===== config.mk =====
export PLATFORM = sky130hd
export DESIGN_NAME = fetch_ctrl
export DESIGN_NICKNAME = d
export VERILOG_FILES = /design/src/rtl/fetch_ctrl_pkg.sv /design/src/rtl/fetch_skid.sv /design/src/rtl/fetch_ctrl.sv
export SDC_FILE = /design/constraint.sdc
export NUM_CORES = 1
export LEC_CHECK = 0
export BUFFER_PORTS_ARGS = -buffer_cell sky130_fd_sc_hd__buf_2
export CELL_PAD_IN_SITES_DETAIL_PLACEMENT = 1
export CELL_PAD_IN_SITES_GLOBAL_PLACEMENT = 1
export CORE_MARGIN = 1.5
export CORE_UTILIZATION = 40
export CTS_CLUSTER_SIZE = 10
export DETAILED_ROUTE_END_ITERATION = 8
export PLACE_DENSITY_LB_ADDON = 0.1
export SYNTH_ARGS = -nofsm -noshare
export SYNTH_HDL_FRONTEND = slang
export SYNTH_SLANG_ARGS = --single-unit

===== constraint.sdc =====
create_clock -name clk -period 14.2 [get_ports clk]
set_input_delay 1.42 -clock clk [delete_from_list [all_inputs] [get_ports clk]]
set_output_delay 1.42 -clock clk [all_outputs]
set_load 0.02 [all_outputs]

===== src/rtl/fetch_ctrl_pkg.sv =====
// Shared types and constants for the fetch-stage controller.
package fetch_ctrl_pkg;

  typedef enum logic [1:0] {
    FS_IDLE  = 2'd0,
    FS_RUN   = 2'd1,
    FS_DRAIN = 2'd2,
    FS_ERR   = 2'd3
  } fs_e;

  localparam logic [31:0] NOP_INST   = 32'h0000_0000;
  localparam int          SKID_DEPTH = 2;

  function automatic logic [31:0] word_align(input logic [31:0] a);
    return a & ~32'h0000_0003;
  endfunction

endpackage


===== src/rtl/fetch_skid.sv =====
// Two-entry FIFO between instruction memory and decode; flush beats push and pop.
module fetch_skid
  import fetch_ctrl_pkg::*;
(
  input  logic        clk,
  input  logic        rst,
  input  logic        push_i,
  input  logic [31:0] push_inst_i,
  input  logic [31:0] push_pc_i,
  input  logic        pop_i,
  input  logic        flush_i,
  output logic [1:0]  cnt_o,
  output logic [31:0] head_inst_o,
  output logic [31:0] head_pc_o
);

  logic [31:0] inst_q [SKID_DEPTH];
  logic [31:0] pc_q   [SKID_DEPTH];
  logic        rd_q, rd_d;
  logic        wr_q, wr_d;
  logic [1:0]  cnt_q, cnt_d;

  always_comb begin
    rd_d  = rd_q;
    wr_d  = wr_q;
    cnt_d = cnt_q;
    if (flush_i) begin
      rd_d  = 1'b0;
      wr_d  = 1'b0;
      cnt_d = 2'd0;
    end else begin
      if (push_i) wr_d = ~wr_q;
      if (pop_i)  rd_d = ~rd_q;
      if (push_i && !pop_i)      cnt_d = cnt_q + 2'd1;
      else if (pop_i && !push_i) cnt_d = cnt_q - 2'd1;
    end
  end

  always_ff @(posedge clk or posedge rst) begin
    if (rst) begin
      rd_q  <= 1'b0;
      wr_q  <= 1'b0;
      cnt_q <= 2'd0;
    end else begin
      rd_q  <= rd_d;
      wr_q  <= wr_d;
      cnt_q <= cnt_d;
    end
  end

  // Storage is not reset; the top masks the head while the FIFO is empty.
  always_ff @(posedge clk) begin
    if (push_i && !flush_i) begin
      inst_q[wr_q] <= push_inst_i;
      pc_q[wr_q]   <= push_pc_i;
    end
  end

  assign cnt_o       = cnt_q;
  assign head_inst_o = inst_q[rd_q];
  assign head_pc_o   = pc_q[rd_q];

endmodule


===== src/rtl/fetch_ctrl.sv =====
// Fetch controller: PC, req/ack sequencing, redirect squash, timeout and skid buffer.
// Define FETCH_PERF_EN to build the fetch/stall performance counters.
module fetch_ctrl
  import fetch_ctrl_pkg::*;
#(
  parameter logic [31:0] RESET_PC = 32'h0000_0000,
  parameter int          MAX_WAIT = 16
) (
  input  logic        clk,
  input  logic        rst,
  output logic        im_req,
  output logic [31:0] F_valP,
  input  logic        im_ack,
  input  logic [31:0] im_inst,
  input  logic        D_stall,
  input  logic        redirect,
  input  logic [31:0] redirect_pc,
  output logic        f_valid,
  output logic [31:0] f_inst,
  output logic [31:0] f_pc,
  output logic        f_err,
  output logic [31:0] fetch_cnt,
  output logic [31:0] stall_cnt
);

  localparam int WW = $clog2(MAX_WAIT + 1);

  fs_e         state_q, state_d;
  logic [31:0] pc_q, pc_d;
  logic [31:0] req_pc_q, req_pc_d;
  logic        req_q, req_d;
  logic        err_q, err_d;
  logic [WW-1:0] wait_q, wait_d;

  logic        ack_v, tmo, push, pop, flush;
  logic [1:0]  buf_cnt;
  logic [31:0] head_inst, head_pc;

  always_ff @(posedge clk or posedge rst) begin
    if (rst) begin
      state_q  <= FS_IDLE;
      pc_q     <= word_align(RESET_PC);
      req_pc_q <= word_align(RESET_PC);
      req_q    <= 1'b0;
      err_q    <= 1'b0;
      wait_q   <= '0;
    end else begin
      state_q  <= state_d;
      pc_q     <= pc_d;
      req_pc_q <= req_pc_d;
      req_q    <= req_d;
      err_q    <= err_d;
      wait_q   <= wait_d;
    end
  end

  assign ack_v = im_req && im_ack;
  assign tmo   = im_req && !ack_v && (wait_q == WW'(MAX_WAIT - 1));

  always_comb begin
    state_d  = state_q;
    pc_d     = pc_q;
    req_pc_d = req_pc_q;
    req_d    = req_q;
    err_d    = err_q;
    wait_d   = wait_q;
    push     = 1'b0;
    flush    = 1'b0;
    unique case (state_q)
      FS_IDLE: state_d = FS_RUN;
      FS_RUN, FS_DRAIN: begin
        req_d  = im_req && !ack_v;
        // Remember where the request went so a redirect cannot move it.
        if (im_req && !req_q) req_pc_d = pc_q;
        wait_d = (im_req && !ack_v) ? wait_q + WW'(1) : '0;
        if (tmo) begin
          state_d = FS_ERR;
          err_d   = 1'b1;
        end else if (redirect) begin
          pc_d    = word_align(redirect_pc);
          flush   = 1'b1;
          state_d = (im_req && !ack_v) ? FS_DRAIN : FS_RUN;
        end else if (ack_v) begin
          if (state_q == FS_RUN) begin
            push = 1'b1;
            pc_d = pc_q + 32'd4;
          end
          state_d = FS_RUN;
        end
      end
      default: ;
    endcase
  end

  always_comb begin
    im_req = 1'b0;
    unique case (state_q)
      FS_RUN:   im_req = req_q || (buf_cnt < 2'(SKID_DEPTH));
      FS_DRAIN: im_req = 1'b1;
      default:  im_req = 1'b0;
    endcase
  end

  assign F_valP  = req_q ? req_pc_q : pc_q;
  assign f_valid = (buf_cnt != 2'd0);
  assign pop     = f_valid && !D_stall && (state_q != FS_ERR);
  assign f_inst  = f_valid ? head_inst : NOP_INST;
  assign f_pc    = f_valid ? head_pc   : 32'h0;
  assign f_err   = err_q;

  fetch_skid u_skid (
    .clk         (clk),
    .rst         (rst),
    .push_i      (push),
    .push_inst_i (im_inst),
    .push_pc_i   (pc_q),
    .pop_i       (pop),
    .flush_i     (flush),
    .cnt_o       (buf_cnt),
    .head_inst_o (head_inst),
    .head_pc_o   (head_pc)
  );

`ifdef FETCH_PERF_EN
  logic [31:0] fetch_cnt_q, stall_cnt_q;

  always_ff @(posedge clk or posedge rst) begin
    if (rst) begin
      fetch_cnt_q <= 32'd0;
      stall_cnt_q <= 32'd0;
    end else begin
      if (push)               fetch_cnt_q <= fetch_cnt_q + 32'd1;
      if (f_valid && D_stall) stall_cnt_q <= stall_cnt_q + 32'd1;
    end
  end

  assign fetch_cnt = fetch_cnt_q;
  assign stall_cnt = stall_cnt_q;
`else
  assign fetch_cnt = 32'd0;
  assign stall_cnt = 32'd0;
`endif

endmodule

==> summary.log <==
[clocking] worst skew pair latency 0.43 ns
[logic_synthesis] most instantiated flip-flop cell in the synthesis netlist sky130_fd_sc_hd__edfxtp_1
[layout] area growth from synthesis to layout 15.00%
[layout] # diodes 0
[power] leakage power of the design 4.255 nW
[setup_path] type of element capturing the critical path register
[clocking] buffers inserted by post-CTS timing repair 0
[sta] setup repair after global routing missed its margin no
[layout] flip-flop and latch area 0.005554 mm2
[global_routing] number of global-route vias before repair 6379
[sta] max-slew violation count 0
[hold_path] Hold Crit Class register to register
[layout] area taken by multi-input logic gates 0.003251 mm2
[floorplanning] Total Die Area 0.02402 mm2
[job] max-cap check violation count 0
[layout] layout cell share with drive strength beyond 1 0.3048
[routing] Vias 6074
[routing] detail-routed net length per standard cell 18.74 um
[clocking] buffer type at the clock tree root sky130_fd_sc_hd__clkbuf_16
[power] pwr/cell area 213.4 mW/mm2
[global_routing] GR Overflow Total 0
[logic_synthesis] number of unique standard cell types used by synthesis 59
[clocking] clock buffers created by TritonCTS 17
[routing] DRT Wirelength 22.19 mm
[placed_design] Routability Congestion 0.7949
[setup_path] crit path kind input port to register
[global_routing] overall track demand over capacity in global routing 0.1885
[logic_synthesis] fraction of the yosys area taken by sequential cells 0.6007
[global_routing] first-pass GRT wire length 34.76 mm
[placed_design] Detailed Place HPWL 14.92 mm
[power] internal power 1.368 mW
[routing] count of unresolved DRC violations after routing 0
[sta] FMAX 0.2352 GHz
[clocking] number of H-tree branching levels 4
[clocking] number of hold-repair buffers added at the cts stage 0
[floorplanning] core region area 0.02264 mm2
[sta] final worst path period need 4.252 ns
[sta] maximum clock skew at final layout 0.01192 ns
[floorplanning] number of standard-cell rows in the floorplan 55
[sta] final setup violation count 0
[power] switching share of total power 0.3965
[logic_synthesis] number of synthesis warnings 0
[power] total power 2.267 mW
[setup_path] nature of the critical path startpoint input port
[clocking] CTS tree built
[sta] TNS Setup 0 ns
[clocking] Max Buffers Root-to-Sink 2
[routing] number of vias per cell 5.130
[logic_synthesis] post-synthesis instance area 0.009240 mm2
[power] sequential share of power 0.427
[routing] initial detailed-routing violation count 261
[setup_path] required time of the critical path 14.51 ns
[layout] Core Util, Final 0.4694
[routing] post-route antenna net violation count 0
[sta] count of endpoints failing hold in the final timing report 0
[routing] Pre-Repair DR Iteration Count 4
[power] portion of total power attributed to combinational logic 0.373
[global_routing] pin count of the biggest net entering global routing 74
[placed_design] number of port buffers 161
[logic_synthesis] proportion of register bits with asynchronous set or reset after synthesis 0.3706
[logic_synthesis] Cells after Synth 739
[logic_synthesis] synthesis-stage register bit count 197
[sta] worst max-slew margin expressed relative to the limit 0.2193
[logic_synthesis] mean post-synth cell area 12.50 um2
[floorplanning] floorplan die height 155.0 um
[layout] net count of the finished layout 962
[clocking] clock transition at the registers of the reported paths 0.07 ns
[logic_synthesis] number of enable flip-flop cells after synthesis 124
[clocking] Num Clock Sinks 197
[floorplanning] IO Pins 232
[floorplanning] initial cell density of the core 0.4081
[setup_path] critical path data arrival time 4.56 ns
[power] Switching Power 899.0 uW
[sta] slew at the pin closest to its max-slew limit 1.171 ns
[sta] final period utilization 0.2994
[power] clock network fraction of design power 0.200
[placed_design] placed standard-cell area 0.01007 mm2
[status] result of the run finished clean
[layout] fin area 0.01063 mm2
[clocking] Gates resized, CTS repair 0
[global_routing] initial antenna violation count 0
[layout] Layout fillers 2462
[power] Max VDD drop 0.1042 mV
[setup_path] highest fanout seen on the critical path 40
[floorplanning] Die W 155.0 um
==> registers in the layout, summed over array words and instances (netlist names) <==
| name | count |
|---|---|
| req_pc_q | 30 |
| req_q | 1 |
| u_skid.rd_q | 1 |
| u_skid.inst_q | 64 |
| u_skid.wr_q | 1 |
| u_skid.cnt_o | 2 |
| u_skid.pc_q | 60 |
| f_err | 1 |
| pc_q | 30 |
| wait_q | 5 |
| state_q | 2 |
==> cell usage after synthesis, drive strengths merged (7+ instances only) <==
| cell type | count | area (um2) |
|---|---|---|
| edfxtp | 124 | 3724 |
| nor2 | 87 | 326.6 |
| buf | 83 | 575.6 |
| dfrtp | 73 | 1827 |
| mux2i | 64 | 640.6 |
| mux2 | 58 | 653.1 |
| a21oi | 34 | 170.2 |
| o21ai | 30 | 150.1 |
| clkbuf | 26 | 101.3 |
| nand2 | 20 | 75.07 |
| inv | 11 | 41.29 |
| nor3 | 11 | 55.05 |
| o22ai | 11 | 68.82 |
| nand3 | 9 | 45.04 |
| and3 | 8 | 51.30 |
| ha | 7 | 87.58 |
| nor4 | 7 | 43.79 |
==> placed cells by master, fill, tap and decap left out, types with 5 or more instances in the layout <==
cell	Yosys	final
sky130_fd_sc_hd__or3_1	5	5
sky130_fd_sc_hd__mux2_2	58	58
sky130_fd_sc_hd__nand2_1	20	20
sky130_fd_sc_hd__dfrtp_1	73	72
sky130_fd_sc_hd__ha_1	7	7
sky130_fd_sc_hd__edfxtp_1	124	124
sky130_fd_sc_hd__inv_1	11	10
sky130_fd_sc_hd__o21ai_0	29	29
sky130_fd_sc_hd__mux2i_1	64	64
sky130_fd_sc_hd__buf_2	4	161
sky130_fd_sc_hd__nand4_1	5	5
sky130_fd_sc_hd__nor3_1	11	10
sky130_fd_sc_hd__a21oi_1	34	34
sky130_fd_sc_hd__and3_1	7	7
sky130_fd_sc_hd__buf_4	69	9
sky130_fd_sc_hd__clkbuf_16	0	17
sky130_fd_sc_hd__conb_1	1	68
sky130_fd_sc_hd__nor4_1	7	7
sky130_fd_sc_hd__nor2_1	87	86
sky130_fd_sc_hd__o22ai_1	11	11
sky130_fd_sc_hd__nand3_1	9	9
==> per-stage QoR <==
step	cells	setup slack, ns	hold slack, ns
after floorplan	806	8.859	0.4402
after global placement	1152	9.660	0.4371
after detailed placement	1152	9.521	0.4468
after CTS	1184	9.973	0.4665
after global routing	1184	9.716	0.4825
final	1184	9.948	0.4647
==> final timing paths <==
check / endpoint / start / slack (ns) / cells past startpoint
max: pc_q[17] / redirect / 9.95 / 7
min: f_err / f_err / 0.46 / 1
max reg2reg: u_skid.pc_q[1][13] / state_q[0] / 10.63 / 5
min reg2reg: f_err / f_err / 0.46 / 1
max in group asynchronous: u_skid.rd_q / rst / 12.16 / 3
min in group asynchronous: pc_q[22] / rst / 1.29 / 3
==> cell families after synthesis <==
family          after synthesis  synth area share
simple gates                170           0.08653
compound gates              120           0.08328
flops                       197            0.6007
mux                         122            0.1400
buf+inv                     120           0.07773
other cells                   1         0.0004058
fa+ha+maj                     7          0.009478
xor+xnor                      2          0.001896
==> routing by layer <==
metal,wire [um],part of all wire,GRT usage
met5,0,0,0
met4,230,0.010,0.04762
met3,965,0.043,0.03733
met2,11190,0.50,0.3297
met1,9799,0.44,0.2396
==> worst max-delay path: stages <==
cell	delay, ns
sky130_fd_sc_hd__buf_2	0.56
sky130_fd_sc_hd__inv_1	0.71
sky130_fd_sc_hd__a211oi_1	0.63
sky130_fd_sc_hd__o21a_1	0.53
sky130_fd_sc_hd__buf_4	0.35
sky130_fd_sc_hd__o21ai_0	0.15
sky130_fd_sc_hd__o2bb2ai_1	0.16
==> area by class of cell <==
type	instances	share of cell area
Sequential cell	197	0.5227
Inverter	11	0.003886
Clock inverter	13	0.01107
Tap cell	285	0.03356
Timing Repair Buffer	170	0.08219
Multi-Input combinational cell	489	0.3059
Clock buffer	19	0.04074
==> power by group through the flow <==
stage / Sequential, mW / Combinational [mW] / Clock (mW)
2_1_floorplan: 0.881 / 0.669 / 0
3_3_place_gp: 0.963 / 0.828 / 0
3_5_place_dp: 0.980 / 0.853 / 0
4_1_cts: 0.969 / 0.856 / 0.470
5_1_grt: 0.995 / 0.921 / 0.487
6_report: 0.967 / 0.846 / 0.454
Note: power is estimated with default switching activity, not from simulation.
